[config.mk]
export PLATFORM = sky130hd
export DESIGN_NAME = branch_predictor
export DESIGN_NICKNAME = d
export VERILOG_FILES = /design/src/rtl/branch_pkg.sv /design/src/rtl/sat_counter_next.sv /design/src/rtl/branch_predictor.sv
export SDC_FILE = /design/constraint.sdc
export NUM_CORES = 2
export LEC_CHECK = 0
export BUFFER_PORTS_ARGS = -buffer_cell sky130_fd_sc_hd__buf_2
export CORE_MARGIN = 3
export CORE_UTILIZATION = 40
export DETAILED_ROUTE_END_ITERATION = 7
export PLACE_DENSITY = 0.66
export SYNTH_ARGS = -nofsm -noshare
export SYNTH_HDL_FRONTEND = slang
export SYNTH_SLANG_ARGS = --single-unit
[constraint.sdc]
create_clock -name i_clk -period 4.2 [get_ports i_clk]
set_clock_uncertainty 0.05 [all_clocks]
set_input_delay 0.63 -clock i_clk [delete_from_list [all_inputs] [get_ports i_clk]]
set_output_delay 0.63 -clock i_clk [all_outputs]
set_load 0.01 [all_outputs]
[src/rtl/branch_pkg.sv]
// Shared branch-prediction constants: indexing modes, counter state helpers, RV32I branch funct3 codes.
// Latency: n/a (package only).
// Backpressure: n/a (package only).
//
// Contents:
//   MODE_BIMODAL / MODE_GSHARE : selects how the predictor table is indexed
//   cnt_wnt / cnt_wt / cnt_max : counter state encodings as functions of counter width
//   BRANCH_*                   : funct3 field of the RV32I conditional branch opcodes
package branch_pkg;

  localparam int MODE_BIMODAL = 0;
  localparam int MODE_GSHARE  = 1;

  // RV32I conditional branch funct3 encodings.
  localparam logic [2:0] BRANCH_BEQ  = 3'b000;
  localparam logic [2:0] BRANCH_BNE  = 3'b001;
  localparam logic [2:0] BRANCH_BLT  = 3'b100;
  localparam logic [2:0] BRANCH_BGE  = 3'b101;
  localparam logic [2:0] BRANCH_BLTU = 3'b110;
  localparam logic [2:0] BRANCH_BGEU = 3'b111;

  // Weakly not-taken: the largest value whose MSB is still 0.
  function automatic int unsigned cnt_wnt(input int unsigned cnt_bits);
    return (32'd1 << (cnt_bits - 32'd1)) - 32'd1;
  endfunction

  // Weakly taken: the smallest value whose MSB is 1.
  function automatic int unsigned cnt_wt(input int unsigned cnt_bits);
    return 32'd1 << (cnt_bits - 32'd1);
  endfunction

  // Strongly taken: all ones.
  function automatic int unsigned cnt_max(input int unsigned cnt_bits);
    return (32'd1 << cnt_bits) - 32'd1;
  endfunction

  // True when funct3 names one of the six conditional branches.
  function automatic logic is_branch_funct3(input logic [2:0] funct3);
    return (funct3 == BRANCH_BEQ)  || (funct3 == BRANCH_BNE)  ||
           (funct3 == BRANCH_BLT)  || (funct3 == BRANCH_BGE)  ||
           (funct3 == BRANCH_BLTU) || (funct3 == BRANCH_BGEU);
  endfunction

endpackage

[src/rtl/sat_counter_next.sv]
// Next-state logic for one saturating direction counter (allocate, increment or decrement).
// Latency: purely combinational, zero cycles.
// Backpressure: none; output follows inputs.
//
// Ports:
//   i_cur   : current counter value
//   i_taken : resolved direction (1 = count up, 0 = count down)
//   i_alloc : entry is being (re)allocated; forces the weakly-taken state
//   o_next  : counter value to write back
module sat_counter_next
  import branch_pkg::*;
#(
  parameter int CNT_BITS = 2
) (
  input  logic [CNT_BITS-1:0] i_cur,
  input  logic                i_taken,
  input  logic                i_alloc,
  output logic [CNT_BITS-1:0] o_next
);

  localparam logic [CNT_BITS-1:0] CNT_WT  = CNT_BITS'(cnt_wt(CNT_BITS));
  localparam logic [CNT_BITS-1:0] CNT_MAX = CNT_BITS'(cnt_max(CNT_BITS));

  always_comb begin
    o_next = i_cur;
    if (i_alloc) begin
      // A fresh entry only exists because a taken branch was seen, so start weakly taken.
      o_next = CNT_WT;
    end else if (i_taken) begin
      if (i_cur != CNT_MAX) o_next = i_cur + CNT_BITS'(1);
    end else begin
      if (i_cur != '0) o_next = i_cur - CNT_BITS'(1);
    end
  end

endmodule

[src/rtl/branch_predictor.sv]
// Direction/target predictor: saturating counter table plus tagged BTB, bimodal or gshare indexed.
// Latency: lookup combinational (same cycle); training visible the cycle after resolve.
// Backpressure: none; one resolve per cycle is accepted unconditionally, no handshake.
//
// Ports:
//   i_clk, i_reset          : clock and synchronous active-high reset
//   i_lookup_pc             : IF-stage PC to predict
//   o_pred_taken/_target    : predicted direction and next PC
//   o_pred_hit              : BTB tag hit for i_lookup_pc
//   o_pred_index            : table index used, carried to EX as i_resolve_index
//   i_resolve_*             : EX-stage outcome of one conditional branch (valid for one cycle)
//   o_branch_count          : resolved branches (saturating)
//   o_mispredict_count      : mispredicted branches (saturating)
module branch_predictor
  import branch_pkg::*;
#(
  parameter int XLEN     = 32,
  parameter int IDX_BITS = 6,
  parameter int TAG_BITS = 8,
  parameter int CNT_BITS = 2,
  parameter int MODE     = MODE_BIMODAL
) (
  input  logic                i_clk,
  input  logic                i_reset,
  input  logic [XLEN-1:0]     i_lookup_pc,
  output logic                o_pred_taken,
  output logic [XLEN-1:0]     o_pred_target,
  output logic                o_pred_hit,
  output logic [IDX_BITS-1:0] o_pred_index,
  input  logic                i_resolve_valid,
  input  logic [XLEN-1:0]     i_resolve_pc,
  input  logic [IDX_BITS-1:0] i_resolve_index,
  input  logic                i_resolve_taken,
  input  logic [XLEN-1:0]     i_resolve_target,
  input  logic                i_resolve_mispredict,
  output logic [31:0]         o_branch_count,
  output logic [31:0]         o_mispredict_count
);

  localparam int ENTRIES = 1 << IDX_BITS;
  localparam int TAG_LO  = IDX_BITS + 2;
  localparam int TAG_HI  = TAG_BITS + IDX_BITS + 1;
  localparam logic [CNT_BITS-1:0] CNT_WNT = CNT_BITS'(cnt_wnt(CNT_BITS));

  // Tables are flops so every entry can be cleared by the synchronous reset.
  logic [CNT_BITS-1:0] r_cnt    [ENTRIES];
  logic                r_valid  [ENTRIES];
  logic [TAG_BITS-1:0] r_tag    [ENTRIES];
  logic [XLEN-1:0]     r_target [ENTRIES];

  logic [IDX_BITS-1:0] r_ghr;
  logic [31:0]         r_branch_count;
  logic [31:0]         r_mispredict_count;

  // ------------------------------------------------------------------
  // Lookup (IF stage)
  // ------------------------------------------------------------------
  logic [IDX_BITS-1:0] w_lk_idx;
  logic [TAG_BITS-1:0] w_lk_tag;
  logic                w_lk_hit;
  logic                w_lk_taken;

  // r_ghr stays zero in bimodal mode, so the XOR degenerates to plain PC indexing.
  assign w_lk_idx   = i_lookup_pc[IDX_BITS+1:2] ^ r_ghr;
  assign w_lk_tag   = i_lookup_pc[TAG_HI:TAG_LO];
  assign w_lk_hit   = r_valid[w_lk_idx] && (r_tag[w_lk_idx] == w_lk_tag);
  assign w_lk_taken = w_lk_hit && r_cnt[w_lk_idx][CNT_BITS-1];

  assign o_pred_hit    = w_lk_hit;
  assign o_pred_taken  = w_lk_taken;
  assign o_pred_index  = w_lk_idx;
  assign o_pred_target = w_lk_taken ? r_target[w_lk_idx] : (i_lookup_pc + XLEN'(4));

  // ------------------------------------------------------------------
  // Training (EX stage)
  // ------------------------------------------------------------------
  logic [TAG_BITS-1:0] w_res_tag;
  logic                w_res_match;
  logic                w_res_alloc;
  logic [CNT_BITS-1:0] w_res_cnt_next;

  // The entry is named by the index carried from IF, not recomputed from the PC:
  // in gshare mode the history has moved on since the lookup.
  assign w_res_tag   = i_resolve_pc[TAG_HI:TAG_LO];
  assign w_res_match = r_valid[i_resolve_index] && (r_tag[i_resolve_index] == w_res_tag);
  assign w_res_alloc = i_resolve_taken && !w_res_match;

  sat_counter_next #(
    .CNT_BITS (CNT_BITS)
  ) u_cnt_next (
    .i_cur   (r_cnt[i_resolve_index]),
    .i_taken (i_resolve_taken),
    .i_alloc (w_res_alloc),
    .o_next  (w_res_cnt_next)
  );

  always_ff @(posedge i_clk) begin
    if (i_reset) begin
      for (int i = 0; i < ENTRIES; i++) begin
        r_cnt[i]    <= CNT_WNT;
        r_valid[i]  <= 1'b0;
        r_tag[i]    <= '0;
        r_target[i] <= '0;
      end
    end else if (i_resolve_valid) begin
      // Not-taken branches only weaken the counter; they never claim an entry.
      r_cnt[i_resolve_index] <= w_res_cnt_next;
      if (i_resolve_taken) begin
        r_target[i_resolve_index] <= i_resolve_target;
        if (w_res_alloc) begin
          r_valid[i_resolve_index] <= 1'b1;
          r_tag[i_resolve_index]   <= w_res_tag;
        end
      end
    end
  end

  always_ff @(posedge i_clk) begin
    if (i_reset) begin
      r_ghr <= '0;
    end else if ((MODE == MODE_GSHARE) && i_resolve_valid) begin
      r_ghr <= {r_ghr[IDX_BITS-2:0], i_resolve_taken};
    end
  end

  // ------------------------------------------------------------------
  // Performance counters: saturate rather than wrap so a long run never reads small.
  // ------------------------------------------------------------------
  always_ff @(posedge i_clk) begin
    if (i_reset) begin
      r_branch_count     <= '0;
      r_mispredict_count <= '0;
    end else if (i_resolve_valid) begin
      if (r_branch_count != '1) begin
        r_branch_count <= r_branch_count + 32'd1;
      end
      if (i_resolve_mispredict && (r_mispredict_count != '1)) begin
        r_mispredict_count <= r_mispredict_count + 32'd1;
      end
    end
  end

  assign o_branch_count     = r_branch_count;
  assign o_mispredict_count = r_mispredict_count;

  // PC bits outside the index/tag fields do not participate in prediction.
  logic w_unused_pc_bits;
  assign w_unused_pc_bits = ^{i_lookup_pc[XLEN-1:TAG_HI+1], i_lookup_pc[1:0],
                              i_resolve_pc[XLEN-1:TAG_HI+1], i_resolve_pc[TAG_LO-1:0]};

endmodule

# After elaboration in Yosys (flattened, before gate mapping)

Memory sizes are Yosys's and may differ from the RTL's.
Cells that the tools add are included.

Eq/ne operators: 5
Add/subtract/negate cells: 5
Muxes and demuxes: 31
Reductions and logical operators: 13

Operators with widths:

| kind                                                               | number |
|---|---|
| 32-bit by 1-bit adder with 32-bit output, second input constant    | 2 |
| 32-bit 2-to-1 mux                                                  | 2 |
| 32-bit != test, second input constant                              | 2 |
| 32-bit by 3-bit adder with 32-bit output, second input constant    | 1 |
| 32-bit OR reduction                                                | 1 |
| 6-bit 2-to-1 mux                                                   | 4 |
| 1-bit 2-to-1 mux                                                   | 19 |
| 8-bit equality test                                                | 2 |
| 2-bit 2-to-1 mux                                                   | 5 |
| 8-bit 2-to-1 mux                                                   | 1 |
| 8-bit OR reduction                                                 | 1 |
| 1-bit logical AND                                                  | 5 |
| 2-bit AND reduction                                                | 2 |
| 2-bit by 1-bit adder with 2-bit output, second input constant      | 1 |
| 2-bit != test, second input constant                               | 1 |
| 2-bit nonzero test                                                 | 1 |
| 2-bit OR reduction                                                 | 1 |
| 2-bit by 1-bit subtractor with 2-bit output, second input constant | 1 |
| 1-bit logical NOT                                                  | 1 |
| 1-bit OR reduction                                                 | 1 |

Input bits: 107
Memories kept: 4
Bits in writable memories: 2,752
Bits in registers: 64

Memories:

| name     | depth | bits a word | rd ports | clocked after Yosys merged registers in | write ports | RTL line               | text |
|---|---|---|---|---|---|---|---|
| r_target | 64    | 32          | 1        | 0                                       | 64          | branch_predictor.sv:49 | `logic [XLEN-1:0] r_target [ENTRIES];` |
| r_tag    | 64    | 8           | 2        | 0                                       | 64          | branch_predictor.sv:48 | `logic [TAG_BITS-1:0] r_tag [ENTRIES];` |
| r_cnt    | 64    | 2           | 2        | 0                                       | 64          | branch_predictor.sv:46 | `logic [CNT_BITS-1:0] r_cnt [ENTRIES];` |
| r_valid  | 64    | 1           | 2        | 0                                       | 64          | branch_predictor.sv:47 | `logic r_valid [ENTRIES];` |

# Longest topological paths before layout

An unclocked memory read counts as a cell.

Depth in word-level cells: 12
Gate-level depth with buffers: 17
Mapped depth without buffers: 9

# Hierarchy

Synthesis repeated with hierarchy kept, for this count alone.

Cells, all modules: 9,858
Area, all modules: 137,328.0 um^2

By module, submodules not included:

| module           | area an instance (um^2) | times used | cells each |
|---|---|---|---|
| branch_predictor | 137,286.7               | 1          | 9,851 |
| sat_counter_next | 41.3                    | 1          | 7 |

# Least setup slack after synthesis

Ideal clock, no wire load.

Kind: in2out
From: in i_lookup_pc[3]
To: out o_pred_target[0]
Data required time: 3.520 ns
Cell stages on the path: 11
Buffers on the path: 7
Arrival time: 3.656 ns
Slack: -0.136 ns
Cells stage by stage: buf_4 -> buf_6 -> buf_6 -> buf_2 -> buf_2 -> buf_2 -> buf_1 -> mux4_2 -> mux4_2 -> mux4_2 -> mux2_2

Cells in the longest elaborated chain, start to end: 5

RTL lines:

| element               | RTL line               | text |
|---|---|---|
| start: declaration    | branch_predictor.sv:25 | `input logic [XLEN-1:0] i_lookup_pc,` |
| memory 64 x 8 bit     | -                      |  |
| 8-bit equality test   | branch_predictor.sv:66 | `assign w_lk_hit = r_valid[w_lk_idx] && (r_tag[w_lk_idx] == w_lk_tag);` |
| 1-bit logical AND     | branch_predictor.sv:66 |  |
| 1-bit logical AND     | branch_predictor.sv:67 | `assign w_lk_taken = w_lk_hit && r_cnt[w_lk_idx][CNT_BITS-1];` |
| 32-bit 2-to-1 mux (*) | branch_predictor.sv:72 | `assign o_pred_target = w_lk_taken ? r_target[w_lk_idx] : (i_lookup_pc + XLEN'(4));` |
| end: declaration      | branch_predictor.sv:27 | `output logic [XLEN-1:0] o_pred_target,` |

Every way passes the cells marked *; elsewhere a longest branch is shown, timed or not.

==> flow_metrics.env <==
export IMPL_run_status="finished, violations left"
export IMPL_failed_checks="setup timing"
export IMPL_crit_type="flop to output port"
export IMPL_postSynth_asyncResetShare=0
export IMPL_finalHoldViolCount=0
export IMPL_ctsRootBufferMaster="clkbuf_16"
export IMPL_start_util=0.404
export IMPL_ir_worst_vdd_mv=0.335
export IMPL_critPathRequiredTime_ns=3.52
export IMPL_drc=0
export IMPL_fin_crit_ns=4.94
export IMPL_rsz0062_at_grt="yes"
export IMPL_wl_per_cell_um=33.7
export IMPL_fp_row_count=212
export IMPL_leakage_nw=56.7
export IMPL_core_area_sq_um=335000
export IMPL_synth_cells=9010
export IMPL_dp_hpwl_um=301000
export IMPL_setup_tns_ns=-23.53
export IMPL_grt_overflow=0
export IMPL_detail_route_wirelength_um=475000
export IMPL_avgSynthCellArea_sq_um=15.0
export IMPL_grt_pass1_wl_um=664000
export IMPL_clock_sinks=2816
export IMPL_maxCapViolations=0
export IMPL_clkTransAtPathRegs_ns=0.06
export IMPL_slew_violations=0
export IMPL_areaGrowthSynthToFinish_pct=16.4
export IMPL_grt_pass1_vias=86457
export IMPL_synth_seq_cells=2816
export IMPL_drive_gt1_frac=0.280
export IMPL_hold_buffers=0
export IMPL_dieArea_sq_um=345000
export IMPL_synth_enable_flop_cells=2688
export IMPL_worstSetupStartpointType="flop"
export IMPL_cts_tree="yes"
export IMPL_grt_usage=0.269
export IMPL_use_met1=0.347
export IMPL_portBuffers=186
export IMPL_setup_ws_ns=-0.736
export IMPL_synthesis_area_sq_um=135000
export IMPL_ys_warn_count=0
export IMPL_vias=86724
export IMPL_num_nets_final=9431
export IMPL_worstMarginPinSlew_ns=1.33
export IMPL_period_share=1.18
export IMPL_cts_path_max_buffers=4
export IMPL_routed_via_density=6.16
export IMPL_grt_antenna_before_repair=63
export IMPL_ys_top_cells_by_count="edfxtp_1, and2_1, mux4_2"
export IMPL_ys_types=77
export IMPL_cts_htree_levels=5
export IMPL_power_density_nw_per_um2=419
export IMPL_finalSetupViolations=34
export IMPL_crit_arrival_ns=4.26
export IMPL_drt_pass1_iter_count=7
export IMPL_die_width_um=588
export IMPL_clk_latency_ns=0.90
export IMPL_cp_max_fo=32
export IMPL_hold_ws_ns=0.148
export IMPL_max_freq_mhz=203
export IMPL_antenna_left=0
export IMPL_grtUsageMet2=0.421
export IMPL_numCtsBuffers=301
export IMPL_worstHoldPathType="primary input to flop"
export IMPL_cp_end_kind="output port"
export IMPL_yosysMostFrequentCell="edfxtp_1"
export IMPL_grt_use_met3=0.0670
export IMPL_ys_seq_area_frac=0.615
export IMPL_gp_congestion=0.992
export IMPL_yosys_area_top_type_share=0.597
export IMPL_io_pins=211
export IMPL_ys_flop_type="edfxtp_1"
export IMPL_die_h_um=588
export IMPL_drtIter0Drc=12319
export IMPL_busiest_layer="met2"
export IMPL_synth_fp_nets=9120
export IMPL_maxSlewHeadroom=0.111
export IMPL_grt_start_max_net_pins=100
export IMPL_yosys_top_cells_area="edfxtp_1, mux4_2, and2_1"
export IMPL_yosysTopAreaCell="edfxtp_1"
[final timing paths]
check,startpoint,endpoint,slack (ns),cells after the start
worst max-delay path,r_tag[37][5]$_SDFFCE_PN0P_,o_pred_target[13],-0.74,12
worst min-delay path,i_resolve_target[5],r_target[39][5]$_SDFFCE_PN0P_,0.15,2
worst max register to register,r_tag[7][6]$_SDFFCE_PN0P_,r_tag[0][0]$_SDFFCE_PN0P_,0.16,14
worst min register to register,r_valid[15]$_DFF_P_,r_valid[15]$_DFF_P_,0.45,1
[worst max-delay path: stages (launching register included)]
cell and delay [ns]:
edfxtp_1 0.47, mux4_2 0.50, mux2i_1 0.30, o32ai_2 0.21
a211o_1 0.30, o211ai_1 0.20, nand2b_1 0.10, nor4b_2 0.24
buf_4 0.16, nand4_4 0.11, buf_12 0.19, mux2_4 0.39
buf_6 0.12
[logic make-up (layout without fill, tap and decap cells)]
group           count (synthesis)  after routing  synth area share
mux                          1116           1116             0.166
fa+ha+maj                       3              3          0.000277
flops                        2816           2816             0.615
simple gates                 3330           3330             0.147
xor+xnor                       89             89           0.00576
compound gates                558            558            0.0301
other cells                     0             28                 0
buf+inv                      1098           1637            0.0345
[timing repair]
action,in CTS,in global routing
pin swaps,1,7
resized for setup,47,33
setup buffers,3,8
gates cloned,1,3
endpoints found under the hold margin,0,0
setup endpoints to repair,34,205
[layout make-up]
cell class,count,area [sq um]
Sequential cell,2816,83300
Inverter,22,86.3
Fill cell,28264,178000
Multi-Input combinational cell,5096,47700
Clock buffer,379,8120
Antenna cell,28,70.1
Timing Repair Buffer,1084,11100
Tap cell,4494,5620
Clock inverter,152,1540
[metrics by stage]
step / power, mW / area, sq um / setup WS (ns) / util / cells
2_1_floorplan: 36.2 / 135000 / 0.00165 / - / 9010
3_3_place_gp: 39.5 / 147000 / -1.05 / 0.439 / 13498
3_5_place_dp: 39.6 / 147000 / -0.991 / 0.439 / 13498
4_1_cts: 66.0 / 157000 / -0.658 / 0.469 / 14033
5_1_grt: 67.5 / 157000 / -0.790 / 0.470 / 14050
6_report: 66.0 / 157000 / -0.736 / 0.470 / 14071
[placed cells by master, fill, tap and decap left out, types with 72 or more instances in the layout]
cell	Yosys	final
edfxtp_1	2688	2688
and2_1	2060	2059
mux4_2	889	889
buf_4	45	651
and3_1	489	426
clkbuf_16	0	314
buf_12	0	237
nand2_1	167	167
buf_2	175	147
nor3_1	148	142
dfxtp_1	128	128
mux2i_1	128	126
nor2_1	110	106
nand3_1	105	105
o21ai_0	78	74
a22o_1	74	74
or2_2	72	72
[flip-flops by register name, summed over array words and instances (netlist names)]
register and flops:
r_target 2048, r_tag 512, r_cnt 128, r_valid 64, o_branch_count 32, o_mispredict_count 32
[routing by layer]
metal	vias up	routed length, um
li1	34691	-
met1	44822	171000
met5	-	264
met3	1236	55000
met2	5941	220000
met4	34	28400
[where the power goes]
part           leakage [nW]  total, mW  internal, mW  switching [mW]
registers              26.5       32.5          32.0           0.504
logic                  25.4       6.77          2.74            4.03
clock network          4.73       26.7          15.4            11.3
Note: power is estimated with default switching activity, not from simulation.
